File: config.mk
export PLATFORM = sky130hd
export DESIGN_NAME = planificador_paralelo_serial
export DESIGN_NICKNAME = d
export VERILOG_FILES = /design/src/rtl/planificador_pkg.sv /design/src/rtl/planificador_paralelo_serial_rr_selector.sv /design/src/rtl/planificador_paralelo_serial.sv
export SDC_FILE = /design/constraint.sdc
export NUM_CORES = 1
export LEC_CHECK = 0
export CAP_MARGIN = 0
export CORE_AREA = 2 2 64 66
export DETAILED_ROUTE_END_ITERATION = 16
export DIE_AREA = 0 0 66 68
export PLACE_DENSITY_LB_ADDON = 0.3
export SYNTH_ARGS = -nofsm -noshare
export SYNTH_HDL_FRONTEND = slang
export SYNTH_SLANG_ARGS = --single-unit
File: constraint.sdc
create_clock -name clk_4f -period 2.16 [get_ports clk_4f]
set_input_delay 0.216 -clock clk_4f [delete_from_list [all_inputs] [get_ports clk_4f]]
set_output_delay 0.216 -clock clk_4f [all_outputs]
set_load 0.005 [all_outputs]
File: src/rtl/planificador_pkg.sv
// Shared definitions for the planificador_paralelo_serial byte scheduler:
// default idle symbol, FSM state encoding and an index-width helper.
// Optional build macro used by this block: ARB_FIXED_PRIO_EN (see rr_selector).
package planificador_pkg;

    // K28.5-style comma used for training and idle fill.
    localparam logic [7:0] COM_SYMBOL_DEFAULT = 8'hBC;

    // Scheduler phases: post-reset training, then data arbitration.
    typedef enum logic {
        ST_TRAIN  = 1'b0,
        ST_ACTIVE = 1'b1
    } state_t;

    // Bits needed to index n items; never less than one bit.
    function automatic int idx_width(input int n);
        return (n <= 2) ? 1 : $clog2(n);
    endfunction

endpackage

File: src/rtl/planificador_paralelo_serial_rr_selector.sv
// Combinational requester selector for planificador_paralelo_serial.
// Default: round-robin scan starting just after 'start', 'start' checked last.
// With ARB_FIXED_PRIO_EN defined: lowest-index valid requester wins.
module rr_selector
    import planificador_pkg::*;
#(
    parameter int N_REQ = 4,
    parameter int IDX_W = 2
) (
    input  logic [N_REQ-1:0] valid_req,
    input  logic [IDX_W-1:0] start,
    output logic [IDX_W-1:0] sel,
    output logic             found
);

    // Scan from the far end toward the preferred end so the preferred hit lands last.
    always_comb begin
        sel   = '0;
        found = 1'b0;
`ifdef ARB_FIXED_PRIO_EN
        for (int i = N_REQ - 1; i >= 0; i--) begin
            if (valid_req[i]) begin
                sel   = IDX_W'(i);
                found = 1'b1;
            end
        end
`else
        for (int k = N_REQ; k >= 1; k--) begin
            if (valid_req[(int'(start) + k) % N_REQ]) begin
                sel   = IDX_W'((int'(start) + k) % N_REQ);
                found = 1'b1;
            end
        end
`endif
    end

endmodule

File: src/rtl/planificador_paralelo_serial.sv
// Byte scheduler feeding the paralelo_serial converter: COM training after
// reset, then bounded-burst arbitration among N_REQ FWFT byte sources.
// Idle cycles emit COM with valid_out low.
// Optional build macro: ARB_FIXED_PRIO_EN (fixed priority instead of round-robin).
module planificador_paralelo_serial
    import planificador_pkg::*;
#(
    parameter int         N_REQ        = 4,
    parameter int         BURST_MAX    = 4,
    parameter int         TRAIN_CYCLES = 8,
    parameter logic [7:0] COM_SYMBOL   = COM_SYMBOL_DEFAULT
) (
    input  logic                          clk_4f,
    input  logic                          reset,
    input  logic [N_REQ-1:0]              valid_req,
    input  logic [8*N_REQ-1:0]            data_req,
    output logic [N_REQ-1:0]              ready_req,
    output logic [7:0]                    data_out,
    output logic                          valid_out,
    output logic                          active,
    output logic [idx_width(N_REQ)-1:0]   grant_id
);

    localparam int IDX_W = idx_width(N_REQ);
    localparam int BW    = idx_width(BURST_MAX + 1);
    localparam int TW    = idx_width(TRAIN_CYCLES);

    state_t           state_reg,     state_next;
    logic [TW-1:0]    train_cnt_reg, train_cnt_next;
    logic [BW-1:0]    burst_cnt_reg, burst_cnt_next;
    logic [IDX_W-1:0] owner_reg,     owner_next;
    logic [7:0]       data_out_reg,  data_out_next;
    logic             valid_out_reg, valid_out_next;
    logic             active_reg,    active_next;
    logic [IDX_W-1:0] grant_id_reg,  grant_id_next;

    logic [7:0]       req_byte [N_REQ];
    logic [IDX_W-1:0] rr_sel;
    logic             rr_found;
    logic             locked;
    logic [IDX_W-1:0] sel;
    logic             take;

    genvar gi;
    generate
        for (gi = 0; gi < N_REQ; gi++) begin : g_req
            assign req_byte[gi]  = data_req[8*gi +: 8];
            assign ready_req[gi] = take && (sel == IDX_W'(gi));
        end
    endgenerate

    rr_selector #(
        .N_REQ (N_REQ),
        .IDX_W (IDX_W)
    ) u_rr_selector (
        .valid_req (valid_req),
        .start     (owner_reg),
        .sel       (rr_sel),
        .found     (rr_found)
    );

    // Burst lock: keep the current owner while its burst is open and it still has data.
    always_comb begin
        locked = (state_reg == ST_ACTIVE) &&
                 (burst_cnt_reg != '0) &&
                 (burst_cnt_reg < BW'(BURST_MAX)) &&
                 valid_req[owner_reg];
        sel    = locked ? owner_reg : rr_sel;
        take   = (state_reg == ST_ACTIVE) && (locked || rr_found);
    end

    // Next-state and next-output logic for both phases.
    always_comb begin
        state_next     = state_reg;
        train_cnt_next = train_cnt_reg;
        burst_cnt_next = burst_cnt_reg;
        owner_next     = owner_reg;
        data_out_next  = COM_SYMBOL;
        valid_out_next = 1'b0;
        active_next    = active_reg;
        grant_id_next  = grant_id_reg;
        case (state_reg)
            ST_TRAIN: begin
                train_cnt_next = train_cnt_reg + 1'b1;
                active_next    = 1'b0;
                if (train_cnt_reg == TW'(TRAIN_CYCLES - 1)) begin
                    state_next     = ST_ACTIVE;
                    train_cnt_next = '0;
                    active_next    = 1'b1;
                end
            end
            ST_ACTIVE: begin
                active_next = 1'b1;
                if (take) begin
                    data_out_next  = req_byte[sel];
                    valid_out_next = 1'b1;
                    grant_id_next  = sel;
                    owner_next     = sel;
                    burst_cnt_next = locked ? burst_cnt_reg + 1'b1 : BW'(1);
                end else begin
                    burst_cnt_next = '0;
                end
            end
            default: begin
                state_next = ST_TRAIN;
            end
        endcase
    end

    // State and output registers; reset returns to training immediately.
    always_ff @(posedge clk_4f or negedge reset) begin
        if (!reset) begin
            state_reg     <= ST_TRAIN;
            train_cnt_reg <= '0;
            burst_cnt_reg <= '0;
            owner_reg     <= IDX_W'(N_REQ - 1);
            data_out_reg  <= COM_SYMBOL;
            valid_out_reg <= 1'b0;
            active_reg    <= 1'b0;
            grant_id_reg  <= '0;
        end else begin
            state_reg     <= state_next;
            train_cnt_reg <= train_cnt_next;
            burst_cnt_reg <= burst_cnt_next;
            owner_reg     <= owner_next;
            data_out_reg  <= data_out_next;
            valid_out_reg <= valid_out_next;
            active_reg    <= active_next;
            grant_id_reg  <= grant_id_next;
        end
    end

    assign data_out  = data_out_reg;
    assign valid_out = valid_out_reg;
    assign active    = active_reg;
    assign grant_id  = grant_id_reg;

endmodule

; ---- After elaboration in Yosys (flattened, before gate mapping)
; Index checks and enable logic that the tools add are counted.
[totals]
register_bits = 21
input_bits = 38
out_inout_bits = 16
[op_classes]
n_lt_le_gt_ge = 7
n_addsub = 6
n_eq_ne = 4
n_bitwise = 6
reduce_logical = 16
muxes = 36
[op_table]
columns = operator, n
row1 = two-way mux 8 bit, 4
row2 = two-way mux 1 bit, 17
row3 = binary-select mux 8 bit (select 2 bit), 1
row4 = "less-than comparator 3 x 4 -> 1 bit, second input constant", 4
row5 = binary-select mux 1 bit (select 2 bit), 5
row6 = two-way mux 2 bit, 5
row7 = two-way mux 3 bit, 3
row8 = logical AND 1 bit, 8
row9 = OR reduction 2 bit, 4
row10 = "adder 3 x 1 -> 3 bit, second input constant", 2
row11 = "adder 2 x 1 -> 2 bit, second input constant", 2
row12 = "adder 2 bit, second input constant", 2
row13 = "AND 1 bit, first input constant", 4
row14 = "== test 2 bit, second input constant", 2
row15 = "== test 3 bit, second input constant", 1
row16 = ">= comparator 3 bit, second input constant", 1
row17 = "less-than comparator 2 x 3 -> 1 bit, second input constant", 1
row18 = "less-than comparator 3 bit, second input constant", 1
row19 = inverter 2 -> 3 bit, 1
row20 = nonzero test 3 bit, 1
row21 = "== test 2 x 1 -> 1 bit, second input constant", 1
row22 = logical NOT 2 bit, 1
row23 = case mux 1 bit (2 select lines), 1
row24 = AND reduction 2 bit, 1
row25 = 2 further kinds, 2

; ---- Depth between registers and ports, before layout
; Gate-level depths: netlist of run 1.
[depth]
depth_word = 17
depth_mapped = 11
mapped_depth_nobuf = 8

; ---- By module
; From an unflattened synthesis of run 1, not the netlist that was laid out.
[hier_totals]
hier_cells = 128
area_unflattened_um2 = 1295.0
[by_module_without_submodules]
columns = module, cells_each, n_inst, area_each_um2
row1 = planificador_paralelo_serial, 114, 1, 1203.7
row2 = rr_selector, 14, 1, 91.3

; ---- Worst setup path after synthesis of run 1
; Ideal clock, no wire load.
[synth_timing]
kind = register -> register
from = register owner_reg[0]
to = register data_out_reg[2], in the netlist data_out[2]
t_arrival_ns = 2.309
path_stages_with_launch = 10
synth_period_minus_slack_ns = 2.371
slack_ns = -0.211
required_ns = 2.097
path_cell_list = dfstp_2 > buf_2 > mux2i_1 > o221ai_1 > o221a_2 > buf_6 > mux2i_2 > buf_6 > mux2_4 > nand2_1
[synth_via]
elab_chain_cells = 15
word_cells_on_any_way = 36
classes_between = add/sub (4) / mux (28) / bitwise (1) / reduce/logical (3)
[synth_rtl]
columns = element, line
row1 = "start, declared", planificador_paralelo_serial.sv:31  ; logic [IDX_W-1:0] owner_reg, owner_next;
row2 = "start signal, assigned", planificador_paralelo_serial.sv:116  ; owner_reg <= IDX_W'(N_REQ - 1);
row3 = "start signal, assigned", planificador_paralelo_serial.sv:125  ; owner_reg <= owner_next;
row4 = adder 2 x 1 -> 2 bit, "planificador_paralelo_serial_rr_selector.sv:29, planificador_paralelo_serial_rr_selector.sv:30"
row5 = binary-select mux 1 bit (select 2 bit), planificador_paralelo_serial_rr_selector.sv:29  ; if (valid_req[(int'(start) + k) % N_REQ]) begin
row6 = two-way mux 1 bit (not written as such) (2 in series), planificador_paralelo_serial_rr_selector.sv:29
row7 = two-way mux 2 bit (4 in series), planificador_paralelo_serial_rr_selector.sv:29
row8 = two-way mux 2 bit, planificador_paralelo_serial.sv:68  ; sel = locked ? owner_reg : rr_sel;
row9 = inverter 2 -> 3 bit (not written as such), planificador_paralelo_serial.sv:95  ; data_out_next = req_byte[sel];
row10 = binary-select mux 8 bit (select 2 bit), planificador_paralelo_serial.sv:95
row11 = two-way mux 8 bit (not written as such) (2 in series), planificador_paralelo_serial.sv:95
row12 = two-way mux 8 bit *, planificador_paralelo_serial.sv:94  ; if (take) begin
row13 = two-way mux 8 bit *, planificador_paralelo_serial.sv:82  ; case (state_reg)
row14 = via data_out_next[2], planificador_paralelo_serial.sv:32  ; logic [7:0] data_out_reg, data_out_next;
row15 = "end signal, assigned", planificador_paralelo_serial.sv:126  ; data_out_reg <= data_out_next;
row16 = "end, declared", planificador_paralelo_serial.sv:32
; The timed path passes the listed nets; every way through them passes the cells marked *. The select of a mux whose other input is x is not followed.
; A chain may end at the register's enable or synchronous reset.

; ---- Worst setup path after layout of run 1
[layout_timing]
from = register owner_reg[0]
to = output ready_req[0]
[layout_via]
elab_chain_cells = 11
word_cells_on_any_way = 32
classes_between = add/sub (4) / mux (23) / reduce/logical (5)
[layout_rtl]
columns = element, line
row1 = adder 2 x 1 -> 2 bit, "planificador_paralelo_serial_rr_selector.sv:29, planificador_paralelo_serial_rr_selector.sv:30"
row2 = binary-select mux 1 bit (select 2 bit), planificador_paralelo_serial_rr_selector.sv:29
row3 = two-way mux 1 bit (not written as such) (2 in series), planificador_paralelo_serial_rr_selector.sv:29
row4 = two-way mux 2 bit or two-way mux 1 bit (tied branches) (4 in series), planificador_paralelo_serial_rr_selector.sv:29
row5 = two-way mux 2 bit or logical OR 1 bit (tied branches), "planificador_paralelo_serial.sv:68, planificador_paralelo_serial.sv:69"
row6 = logical NOT 2 bit or logical AND 1 bit (tied branches), "planificador_paralelo_serial.sv:48, planificador_paralelo_serial.sv:69"
row7 = logical AND 1 bit *, planificador_paralelo_serial.sv:48  ; assign ready_req[gi] = take && (sel == IDX_W'(gi));
row8 = "end, declared", planificador_paralelo_serial.sv:17  ; output logic [N_REQ-1:0] ready_req,
; Every way passes the cells marked *; elsewhere a longest branch is shown, timed or not. The select of a mux whose other input is x is not followed.

==> results.md, run 1 <==
- The switching component of the power is 1510 uW.
- The total iterations of the first detailed-routing run is 4.
- The worst pin sits at a relative slew slack of 0.726.
- For this run, the share of the core covered by cells in the final layout is 0.669.
- The floorplan core area is roughly 3900 sq um.
- In the global route stage, overall resource usage came out at 0.214.
- The run finished, with violations left.
- Setup violations remaining at the end of the flow were counted as 13.
- The floorplan has 23 rows.
- Of the cells placed in the final design, the portion with a size suffix greater than 1 is 0.388.
- Of the total power, registers draw 0.169.
- The highest fanout seen on the critical path is 5.
- The post-detailed-route via-to-cell ratio is 5.38.
- TritonCTS built the clock tree.
- Entering global routing, the biggest net connects 21 pins.
- The post-DP HPWL is between 3000 and 4000 um.
- The setup skew after layout is about 0.0012 ns.
- The async set or reset register ratio after synthesis is 1.00.
- Across the run, the number of max-cap violations was 0.
- Global routing finished with a remaining overflow of 0.
- Clock tree synthesis found a total of 20 sinks.
- For this run, design rule violations remaining after detail routing come to 0.
- For this run, the number of Yosys warnings is 0.
- The gate family responsible for the most delay along the worst path is flip-flops.
- At the worst endpoint, the required time is slightly below 2 ns.
- The area growth from synthesis to layout is 74.3%.
- The x dimension of the die is around 66 um.
- The clock-pin transition on the worst setup and hold timing paths is ~0.070 ns.
- The number of placed instances, taps included is roughly 280.
- Data arrives at the worst endpoint at 2.25 ns.
- Once layout is complete, the cells apart from fillers number between 200 and 300.
- The highest clock rate is between 400 and 500 MHz.
- The number of buffers and inverters on the critical path is 2.
- The routed wirelength normalized by instance count is between 15 and 20 um.
- The number of antenna diodes in the final layout is 0.
- The first global-routing pass estimated between 7000 and 8000 um of wire.
- The cell sitting at the root of the clock tree is a clkbuf_8.
- Across all setup checks in the final design, the least slack found is -0.302 ns.
- The remaining number of nets flagged by the antenna check after routing is 0.
- The final RePlAce weighted congestion is ~0.89.
- The flip-flop count of the largest register, all copies and words added is 8.
- The clock latency at the later pin of the worst-skew pair is approximately 0.26 ns.
- Summing every instance area after synthesis gives roughly 1500 sq um.
- The number of fillers in the final layout is about 330.
- Of the total power, the clock network draws 0.074.
- The pre-CTS setup slack is -0.546 ns.
- The power per unit of standard cell area is between 1000 and 1500 nW/um^2.
- The initial antenna violation count is 0.
- The final cycle utilization of the critical path is 1.14.
- The static leakage power is roughly 0.0012 uW.
- After detailed routing, the total wire length is 4610 um.
- The reg-to-reg setup timing slack is -0.28 ns.
- The number of violations reported at the end of detailed-routing iteration 0 is about 120.
- The fraction of power consumed by combinational cells is 0.757.
- The launching element type of the critical path is a register.
- The type of destination of the critical path is an output port.
- The share of the yosys chip area belonging to registers is 0.344.
- The count of buffers inserted at the top-level ports is 53.
- The final route contains 1560 vias.
- The gate count after technology mapping is between 150 and 200.
- The total die area is 4490 sq um.
- The checks that failed: setup timing.
- The biggest cell delay along the critical path is between 0.6 and 0.7 ns.
- Adding up every negative setup slack in the final design gives -3.25 ns.
- The critical path goes through mux2i_4 -> buf_4 -> nor2_4 -> o221a_4 -> mux2i_4 -> and3_1 -> buf_2.
- The most repeated library cell on the critical path is mux2i_4.
- The number of clock buffers added by TritonCTS is 3.
- The class of the worst hold path is primary input to async pin.
- The number of global-route vias before repair came to ~1700.
- The number of distinct library cell variants in the gate-level netlist after synthesis is 43.
- Averaged over all synthesized cells, the footprint is 9.67 sq um.
- The peak ir drop on the vdd network is between 0.6 and 0.7 mV.
- The number of pins with negative max-slew slack in the final report was 0.
- Setup repair after global routing could not meet its margin everywhere.
- The number of enable-type register cells in the synthesized netlist is 0.
- The number of nets in the synthesized netlist is ~200.
- The final hold violation count is 0.
- The smallest clock period supported by the final layout is computed as 2.46 ns.
- The level count of the clock H-tree is 1.
- After synthesis the netlist holds a flip-flop and latch count of 20.
- The die boundary height is 68 um.
- The main flop type after synthesis is dfrtp_1.
- The buffer levels on the longest clock path is 2.
- The internal portion of the total power is between 2000 and 2500 uW.
- The initial utilization of the core area, before any placement, comes to 0.384.
- The total I/O pin count is 54.
- The switching share of power is 0.393.
- By startpoint and endpoint, the worst setup path is classified as register to output port.
- For this run, the post-layout net count is ~280.
- The critical-path cell with the highest stage delay is dfstp_2.
- The slew at the pin with the worst max-slew slack is about 0.41 ns.
-- cells in the mapped netlist, drive strengths merged, types with 2 or more instances --
cell type / number / share of area
inv: 11 / 0.028
a211o: 2 / 0.012
a221oi: 2 / 0.016
or2: 3 / 0.013
a311oi: 2 / 0.012
o21a: 2 / 0.010
o211a: 2 / 0.014
o21ai: 5 / 0.017
o32ai: 2 / 0.012
buf: 8 / 0.037
ha: 4 / 0.034
nand2: 15 / 0.038
dfstp: 7 / 0.12
o311a: 2 / 0.014
nor2: 12 / 0.030
a211oi: 3 / 0.015
mux2: 9 / 0.079
dfrtp: 13 / 0.22
o221ai: 5 / 0.030
nor3: 3 / 0.010
a21oi: 4 / 0.014
and3: 3 / 0.013
o311ai: 2 / 0.012
nand3: 3 / 0.010
clkbuf: 2 / 0.0051
mux2i: 16 / 0.11
-- worst reg2reg max path, delay by kind of cell, from the launching register on --
family                 cells  cell delay (ns)
multiplexers               3             0.74
AND/OR/NAND/NOR            1             0.17
flip-flops                 1             0.61
buffers and inverters      2             0.32
AO/OA/AOI/OAI              2             0.49
-- routing by layer --
metal | up-vias | part of all wire | track usage
met5 | - | 0 | 0
met4 | 0 | 0.0082 | 0.0638
met3 | 4 | 0.060 | 0.0444
met2 | 60 | 0.52 | 0.409
met1 | 753 | 0.41 | 0.239
li1 | 743 | - | -
-- repair_timing --
item | 4_1_cts | 5_1_grt
endpoints found under the hold margin | 0 | 0
buffers inserted | 4 | 5
setup endpoints to repair | 12 | 14
hold buffers | 0 | 0
resized for setup | 33 | 17
pin swaps | 9 | 8
-- final cells by class --
cell class / instances / area (sq um) / area share
Tap cell: 50 / 62.6 / 0.0242
Inverter: 11 / 41.3 / 0.0160
Multi-Input combinational cell: 112 / 1070 / 0.414
Sequential cell: 20 / 509 / 0.197
Timing Repair Buffer: 93 / 845 / 0.327
Clock buffer: 4 / 55.1 / 0.0213
-- per-stage QoR --
step	power [uW]	hold slack (ns)	area [sq um]
2_1_floorplan	2170	-0.0796	1560
3_3_place_gp	2950	0.481	2320
3_5_place_dp	3020	0.495	2320
4_1_cts	3540	0.305	2470
5_1_grt	4100	0.315	2580
6_report	3840	0.291	2580
-- power by group through the flow --
stage               combinational, uW  clock [uW]  sequential (uW)
finish                           2900         283              648
global route                     3130         303              666
CTS                              2610         289              647
detailed placement               2380           0              644
global placement                 2310           0              641
floorplan                        1510           0              654
-- cell families after synthesis --
| logic type | Yosys count | share of synthesized area |
|---|---|---|
| compound gates | 38 | 0.208 |
| xor+xnor | 1 | 0.00592 |
| fa+ha+maj | 4 | 0.0338 |
| buf+inv | 21 | 0.0702 |
| flops | 20 | 0.344 |
| mux | 26 | 0.205 |
| simple gates | 43 | 0.134 |
-- cells in the final DEF (no fill, tap or decap), drive strengths merged, types with 4 or more instances in the layout --
cell type,n
a21oi,4
buf,44
clkbuf,4
clkdlybuf4s50,49
dfrtp,13
dfstp,7
ha,4
inv,11
mux2,9
mux2i,16
nand2,15
nor2,12
o21ai,5
o221ai,5
-- worst paths after layout --
path | depth (start not counted) | endpoint | startpoint
hold / removal | 2 | active$_DFF_PN0_ | reset
min in group clk_4f | 1 | train_cnt_reg[0]$_DFFE_PN0N_ | train_cnt_reg[0]$_DFFE_PN0N_
hold reg to reg | 1 | train_cnt_reg[0]$_DFFE_PN0N_ | train_cnt_reg[0]$_DFFE_PN0N_
setup reg to reg | 8 | data_out[1]$_DFF_PN0_ | owner_reg[0]$_DFFE_PN1P_
setup / recovery | 7 | ready_req[0] | owner_reg[0]$_DFFE_PN1P_
max in group asynchronous | 2 | data_out[2]$_DFF_PN1_ | reset
Note: power is estimated with default switching activity, not from simulation.
==> run 2, diff against run 1 <==
- CTS_CLUSTER_SIZE: not set -> 16
==> results of run 2 <==
Final layout, timing and power as in run 1 (identical DEF).
